**config.mk**
```make
export PLATFORM = sky130hd
export DESIGN_NAME = chip8_sched
export DESIGN_NICKNAME = d
export VERILOG_FILES = /design/src/rtl/chip8_pkg.sv /design/src/rtl/chip8_countdown8.sv /design/src/rtl/chip8_sched.sv
export SDC_FILE = /design/constraint.sdc
export NUM_CORES = 1
export LEC_CHECK = 0
export ABC_CLOCK_PERIOD_IN_PS = 5260
export BUFFER_PORTS_ARGS = -buffer_cell sky130_fd_sc_hd__clkbuf_2
export CAP_MARGIN = 10
export CORE_MARGIN = 5
export CORE_UTILIZATION = 57
export CTS_BUF_LIST = sky130_fd_sc_hd__clkbuf_2
export CTS_CLUSTER_DIAMETER = 200
export DETAILED_ROUTE_END_ITERATION = 10
export GPL_TIMING_DRIVEN = 0
export PLACE_DENSITY = 0.95
export SYNTH_ARGS = -nofsm -noshare
export SYNTH_HDL_FRONTEND = slang
export SYNTH_SLANG_ARGS = --single-unit
```
**constraint.sdc**
```tcl
create_clock -name clk -period 5.26 [get_ports clk]
set_input_delay 1.052 -clock clk [delete_from_list [all_inputs] [get_ports clk]]
set_output_delay 1.052 -clock clk [all_outputs]
set_load 0.03 [all_outputs]
```
**src/rtl/chip8_pkg.sv**
```systemverilog
// Shared types and widths for the CHIP-8 scheduler and its timers.
package chip8_pkg;

    localparam int unsigned PEND_W = 3;
    localparam int unsigned TMR_W  = 8;

    typedef enum logic [1:0] {
        IDLE  = 2'd0,
        ISSUE = 2'd1,
        EXEC  = 2'd2
    } sched_state_e;

endpackage

```
**src/rtl/chip8_countdown8.sv**
```systemverilog
// 8-bit down counter that holds at zero; a load overrides the tick.
module chip8_countdown8
    import chip8_pkg::*;
(
    input  logic             clk,
    input  logic             rst,
    input  logic             load,
    input  logic             tick,
    input  logic [TMR_W-1:0] wdata,
    output logic [TMR_W-1:0] value
);

    logic [TMR_W-1:0] value_q, value_d;

    always_comb begin
        value_d = value_q;
        if (load) begin
            value_d = wdata;
        end else if (tick && (value_q != '0)) begin
            value_d = value_q - TMR_W'(1);
        end
    end

    always_ff @(posedge clk) begin
        if (rst) begin
            value_q <= '0;
        end else begin
            value_q <= value_d;
        end
    end

    assign value = value_q;

endmodule

```
**src/rtl/chip8_sched.sv**
```systemverilog
// CHIP-8 instruction scheduler: queues CPU ticks, issues start strobes under a
// start/done handshake, handles run/halt/step, and owns the DT/ST timers.
module chip8_sched
    import chip8_pkg::*;
#(
    parameter int unsigned MAX_PENDING    = 3,
    parameter bit          FREEZE_ON_HALT = 1'b0
) (
    input  logic              clk,
    input  logic              rst,
    input  logic              timer_cpu_tick,
    input  logic              timer_60hz_tick,
    input  logic              run_en,
    input  logic              step_req,
    input  logic              cpu_done,
    input  logic              dt_we,
    input  logic              st_we,
    input  logic [TMR_W-1:0]  wdata,
    input  logic              ovf_clr,
    output logic              cpu_step,
    output logic              busy,
    output logic [PEND_W-1:0] pending,
    output logic              overrun,
    output logic [TMR_W-1:0]  dt_value,
    output logic [TMR_W-1:0]  st_value,
    output logic              sound_on
);

    localparam logic [PEND_W-1:0] PEND_MAX = PEND_W'(MAX_PENDING);

    sched_state_e      state_q, state_d;
    logic [PEND_W-1:0] pending_q, pending_d;
    logic              overrun_q, overrun_d;
    logic              step_latch_q, step_latch_d;
    logic              cpu_step_q, cpu_step_d;
    logic              busy_q, busy_d;
    logic              issue_go;
    logic              tick_drop;
    logic              tmr_dec;

    // Next-state, queue and latch logic; strobes are registered from state_d.
    always_comb begin
        state_d      = state_q;
        pending_d    = pending_q;
        overrun_d    = overrun_q;
        step_latch_d = step_latch_q;
        tick_drop    = 1'b0;

        issue_go = (state_q == IDLE) &&
                   ((run_en && (pending_q != '0)) || (!run_en && step_latch_q));

        case (state_q)
            IDLE:    if (issue_go) state_d = ISSUE;
            ISSUE:   state_d = EXEC;
            EXEC:    if (cpu_done) state_d = IDLE;
            default: state_d = IDLE;
        endcase

        cpu_step_d = (state_d == ISSUE);
        busy_d     = (state_d == EXEC);

        // A tick and an issue in the same cycle cancel out.
        if (!run_en) begin
            pending_d = '0;
        end else if (timer_cpu_tick && !issue_go) begin
            if (pending_q == PEND_MAX) begin
                tick_drop = 1'b1;
            end else begin
                pending_d = pending_q + PEND_W'(1);
            end
        end else if (!timer_cpu_tick && issue_go) begin
            pending_d = pending_q - PEND_W'(1);
        end

        if (tick_drop) begin
            overrun_d = 1'b1;
        end else if (ovf_clr) begin
            overrun_d = 1'b0;
        end

        // Further step requests while one is being issued collapse into it.
        if (run_en || issue_go) begin
            step_latch_d = 1'b0;
        end else if (step_req) begin
            step_latch_d = 1'b1;
        end
    end

    always_ff @(posedge clk) begin
        if (rst) begin
            state_q      <= IDLE;
            pending_q    <= '0;
            overrun_q    <= 1'b0;
            step_latch_q <= 1'b0;
            cpu_step_q   <= 1'b0;
            busy_q       <= 1'b0;
        end else begin
            state_q      <= state_d;
            pending_q    <= pending_d;
            overrun_q    <= overrun_d;
            step_latch_q <= step_latch_d;
            cpu_step_q   <= cpu_step_d;
            busy_q       <= busy_d;
        end
    end

    assign tmr_dec = timer_60hz_tick && !(FREEZE_ON_HALT && !run_en);

    chip8_countdown8 u_dt (
        .clk   (clk),
        .rst   (rst),
        .load  (dt_we),
        .tick  (tmr_dec),
        .wdata (wdata),
        .value (dt_value)
    );

    chip8_countdown8 u_st (
        .clk   (clk),
        .rst   (rst),
        .load  (st_we),
        .tick  (tmr_dec),
        .wdata (wdata),
        .value (st_value)
    );

    assign cpu_step = cpu_step_q;
    assign busy     = busy_q;
    assign pending  = pending_q;
    assign overrun  = overrun_q;
    assign sound_on = (st_value != '0);

endmodule

```
==> flow_summary.ini, run 1 <==
[grt]
grt_use_total_pct = 20.1
grt_overflow = 0
antenna_found_initial = 0
grt_pass1_vias = 1271
grt_pass1_wl_mm = 5.55
grt_max_degree = 16

[run_status]
status = finished, final reports clean

[cells_and_area]
nFillCells = 202
drive_above_1_share_pct = 22.5
synthToLayoutAreaGrowth_pct = 17.4
final_util_pct = 68.6
postLayoutCellArea_um2 = 1650
num_antenna_cells = 0
nets = 233

[setup_path]
cp-start-kind = flip-flop
crit_chain = inv_1, ha_1, nor3b_1, and2_1, inv_1, clkbuf_2
cpMostUsedCell = inv_1
end_kind = primary output
crit_path_max_incr_delay_ns = 0.40
crit_family = simple AND/OR/NAND/NOR gates
crit_type = reg -> out
crit_buf_inv = 3
critPathRequiredTime_ns = 4.21
critPathMaxFanout = 4
crit_slowest_cell = dfxtp_1
cp.arrival_ns = 1.91

[pwr]
combPwrFrac_pct = 32.0
powerDensity_nw_per_um2 = 271
p_seq_share_pct = 50.3
swShare_pct = 37.8
clockPowerShare_pct = 17.7
peakVddDrop_mv = 0.185
p_int_mw = 0.279
p_leak_nw = 0.741
switchingPower_mw = 0.169
p_total_mw = 0.448

[cts]
cts.sinks = 25
insertion_delay_ns = 0.36
cts_tree = yes
clk_pin_slew_worst_paths_ns = 0.25
numCtsBuffers = 3
postCtsSetupBuffers = 0
ctsRootBufferMaster = clkbuf_2
ctsResizeCount = 0
cts_hold_buf = 0
cts_max_level = 1
cts_buffer_depth = 2

[place]
routabilityCongestion = 0.865
placed_cell_area_um2 = 1630
place.port_buffers = 37
dp.final_hpwl_mm = 2.56

[logic_synthesis]
ys_ff_latch = 25
avgSynthCellArea_um2 = 8.39
synth_nets = 191
ys_seq_area_share_pct = 35.5
synth_edf_count = 0
ys.flop_type = dfxtp_1
netlist_instances = 168
synth-async-reset-ratio_pct = 0
syn_area_um2 = 1410
yosysWarnings = 0
ys_types = 40

[timing]
fmax_mhz = 337
fin_crit_sh_pct = 56.4
setup_viol = 0
tns_ns = 0
hold_ws_ns = 0.501
finalHoldViolCount = 0
fin_crit_ns = 2.97
finClkSkew_ns = 0.00643
slew_violations = 0
rsz0062_at_grt = false
relSlewSlack_pct = 61.0
tightestPinTransition_ns = 0.584

[detailed_routing]
via_per_inst = 5.71
vias = 1365
wl_per_cell_um = 13.7
ant_nets = 0
totalWireLength_mm = 3.26
drt-initial-drc-count = 65
drc_errors = 0
drt_first_pass_iters = 4

[floorplan]
io_pins = 41
start_util_pct = 58.5
num_rows = 18
core_area_um2 = 2410
dieArea_um2 = 3570
fp.dieW_um = 59.7
die_h_um = 59.7

[hold_path]
hold_class = reg -> reg

[run]
maxCapViolations = 0
metal layers:
layer | vias to the layer above | global-route usage (%) | share of wire, %
met5 | - | 0 | 0
met4 | 0 | 7.28 | 0.86
met3 | 4 | 3.24 | 6.2
met2 | 41 | 34.1 | 50
met1 | 644 | 25.6 | 43
li1 | 676 | - | -
stage by stage:
step | setup slack, ns | instances
finish | 2.29 | 239
global placement | 2.38 | 235
CTS | 2.30 | 239
detailed placement | 2.32 | 235
floorplan | 2.58 | 168
global route | 2.15 | 239
sequential cells by signal (all words and copies together), names as in the netlist:
signal and cells:
overrun 1, cpu_step 1, busy 1, step_latch_q 1, pending 3, u_dt.value 8, state_q 2, u_st.value 8
worst register-to-register path, delay by kind of cell, from the launching register on:
family	cells	cell delay [ns]
fa+ha+maj	1	0.38
simple gates	3	0.85
mux	2	0.35
flops	1	0.44
compound gates	1	0.18
cells by family (layout without fill, tap and decap cells):
group	after synthesis	after routing	synth area share (%)
AND/OR/NAND/NOR	70	70	27.1
buffers and inverters	20	61	5.33
XOR/XNOR	4	4	2.49
multiplexers	10	10	7.46
flip-flops	25	25	35.5
adder cells (fa/ha/maj)	5	5	4.97
AO/OA/AOI/OAI	34	34	17.1
power by group through the flow:
| stage | clock network, mW | registers [mW] | logic (mW) |
|---|---|---|---|
| after detailed placement | 0 | 0.229 | 0.143 |
| after global routing | 0.0882 | 0.229 | 0.158 |
| after global placement | 0 | 0.228 | 0.139 |
| after floorplan | 0 | 0.253 | 0.0795 |
| after CTS | 0.0787 | 0.225 | 0.144 |
| final | 0.0792 | 0.225 | 0.143 |
synthesized netlist by cell type (3+ instances only):
library cell	count	area [um2]
a211oi_1	11	82.6
a21oi_1	9	45.0
clkbuf_1	6	22.5
dfxtp_1	25	500
ha_1	4	50.1
inv_1	13	48.8
mux2i_1	9	90.1
nand2_1	11	41.3
nand2b_1	4	25.0
nand3_1	3	15.0
nor2_1	24	90.1
nor3_1	9	45.0
or3_1	3	18.8
xnor2_1	4	35.0
path summary, 6_finish.rpt:
| kind | from | to | slack, ns | cells after the start |
|---|---|---|---|---|
| hold / removal | overrun | overrun | 0.50 | 2 |
| setup reg to reg | pending[0] | pending[2] | 3.01 | 7 |
| hold reg to reg | overrun | overrun | 0.50 | 2 |
| setup / recovery | u_st.value[0] | sound_on | 2.29 | 6 |
placed cells by master, fill, tap and decap left out, types with 4 or more instances in the layout:
cell / instances
a21oi_1: 9
clkbuf_1: 6
nand2_1: 11
ha_1: 4
nor2_1: 24
nor3_1: 9
xnor2_1: 4
dfxtp_1: 25
a211oi_1: 11
mux2i_1: 9
inv_1: 13
nand2b_1: 4
clkbuf_2: 40
layout make-up:
class                           count  area [um2]  share of cell area (%)
Buffer                              6        22.5                    1.36
Clock buffer                        3        15.0                   0.908
Clock inverter                      1        7.51                   0.454
Inverter                           14        52.6                    3.18
Multi-Input combinational cell    123         833                    50.4
Sequential cell                    25         500                    30.3
Tap cell                           30        37.5                    2.27
Timing Repair Buffer               37         185                    11.2
Note: power is estimated with default switching activity, not from simulation.
==> inputs of run 2 (changes only) <==
--- a/config.mk
+++ b/config.mk
@@ -5,16 +5,16 @@
 export SDC_FILE = /design/constraint.sdc
 export NUM_CORES = 1
 export LEC_CHECK = 0
-export ABC_CLOCK_PERIOD_IN_PS = 5260
+export ABC_CLOCK_PERIOD_IN_PS = 2900
 export BUFFER_PORTS_ARGS = -buffer_cell sky130_fd_sc_hd__clkbuf_2
 export CAP_MARGIN = 10
 export CORE_MARGIN = 5
-export CORE_UTILIZATION = 57
+export CORE_UTILIZATION = 53
 export CTS_BUF_LIST = sky130_fd_sc_hd__clkbuf_2
 export CTS_CLUSTER_DIAMETER = 200
 export DETAILED_ROUTE_END_ITERATION = 10
 export GPL_TIMING_DRIVEN = 0
-export PLACE_DENSITY = 0.95
+export PLACE_DENSITY = 0.9
 export SYNTH_ARGS = -nofsm -noshare
 export SYNTH_HDL_FRONTEND = slang
 export SYNTH_SLANG_ARGS = --single-unit
==> constraint.sdc (replaced) <==
create_clock -name clk -period 2.9 [get_ports clk]
set_input_delay 0.58 -clock clk [delete_from_list [all_inputs] [get_ports clk]]
set_output_delay 0.58 -clock clk [all_outputs]
set_load 0.03 [all_outputs]
==> run 2 against run 1 <==
  * Global-route usage down 2.0 points
  * Sequential share of layout area about the same
  * Hold slack worse by 0.050 ns
  * Highest routed layer unchanged
  * Via count up 0.22%
  * Non-clock buffer count unchanged
  * Register-to-register slack worse by 2.3 ns
==> flow_summary.ini, run 2 (synthesis results as in run 1) <==
[run_status]
status = finished, final reports clean

[cells_and_area]
nets = 233
fin_cells = 239
final_util_pct = 66.1
num_antenna_cells = 0
drive_above_1_share_pct = 22.5
synthToLayoutAreaGrowth_pct = 17.2
layout_common_cells = 41 x clkbuf_2, 25 x dfxtp_1, 24 x nor2_1, 13 x inv_1
postLayoutCellArea_um2 = 1650
layout_commonest_cell = clkbuf_2

[detailed_routing]
drt-initial-drc-count = 94
ant_nets = 0
drt_first_pass_iters = 4
totalWireLength_mm = 3.23
via_per_inst = 5.72
vias = 1368
wl_per_cell_um = 13.5
drc_errors = 0

[cts]
insertion_delay_ns = 0.35
clk_pin_slew_worst_paths_ns = 0.23
cts.sinks = 25
cts_buffer_depth = 2
ctsResizeCount = 0
cts_tree = yes
cts_hold_buf = 0
postCtsSetupBuffers = 0
numCtsBuffers = 3
cts_max_level = 1
ctsRootBufferMaster = clkbuf_2

[pwr]
peakVddDrop_mv = 0.332
p_total_mw = 0.808
powerDensity_nw_per_um2 = 489
p_leak_nw = 0.745

[floorplan]
core_area_um2 = 2500
start_util_pct = 56.4
dieArea_um2 = 3790
io_pins = 41
fp.dieW_um = 61.6
die_h_um = 61.6
num_rows = 18

[setup_path]
critPathMaxFanout = 4
cp.arrival_ns = 1.90
end_kind = primary output
cp-start-kind = flip-flop
critPathRequiredTime_ns = 2.32
crit_type = reg -> out

[timing]
relSlewSlack_pct = 59.4
slew_violations = 0
tns_ns = 0
hold_ws_ns = 0.452
fin_crit_ns = 2.48
finClkSkew_ns = 0.00872
tightestPinTransition_ns = 0.607
setup_viol = 0
fin_crit_sh_pct = 85.7
fmax_mhz = 403
rsz0062_at_grt = false
setup_slack_ns = 0.416
finalHoldViolCount = 0

[place]
routabilityCongestion = 0.825
dp.final_hpwl_mm = 2.51
place.port_buffers = 37
dp.cells = 235
post-place-ws_ns = 0.480
placed_cell_area_um2 = 1630

[grt]
grt_overflow = 0
grt_use_total_pct = 18.2
grt_pass1_wl_mm = 5.24
grt_pass1_vias = 1259
antenna_found_initial = 0
grt_max_degree = 14

[run]
maxCapViolations = 0

[hold_path]
hold_class = in -> reg
==> run 2: changes by cell type in the layout (fill, tap and decap cells not counted), sizes merged <==
cell      delta
clkinvlp     -1
clkbuf       +1
==> run 2: final timing paths <==
kind | slack (ns) | start | cells past startpoint | to
worst max-delay path | 0.42 | u_st.value[0] | 6 | sound_on
worst min-delay path | 0.45 | wdata[2] | 3 | u_st.value[2]
worst max register to register | 0.71 | pending[0] | 7 | pending[2]
worst min register to register | 0.49 | overrun | 2 | overrun
==> run 2: power breakdown <==
group	internal [mW]	total (mW)	switching, mW
logic	0.102	0.260	0.158
registers	0.372	0.409	0.0367
clock network	0.0364	0.140	0.103
total	0.510	0.808	0.298
==> run 2: per-layer routing <==
metal  up-vias  wire, um  track usage, %
met1       633      1430            23.1
met3         4       224            3.14
met5         -         0               0
met4         0        29            6.06
met2        47      1540            30.9
li1        684         -               -
==> run 2: critical path, stage by stage, from the launching register on <==
cell and delay (ns):
dfxtp_1 0.39, inv_1 0.12, ha_1 0.20, nor3b_1 0.33
and2_1 0.25, inv_1 0.08, clkbuf_2 0.19
==> run 2: final cells by class <==
class / instances / area [um2]
Tap cell: 30 / 37.5
Multi-Input combinational cell: 123 / 833
Timing Repair Buffer: 37 / 185
Inverter: 14 / 52.6
Clock buffer: 4 / 20.0
Fill cell: 203 / 848
Buffer: 6 / 22.5
Sequential cell: 25 / 500
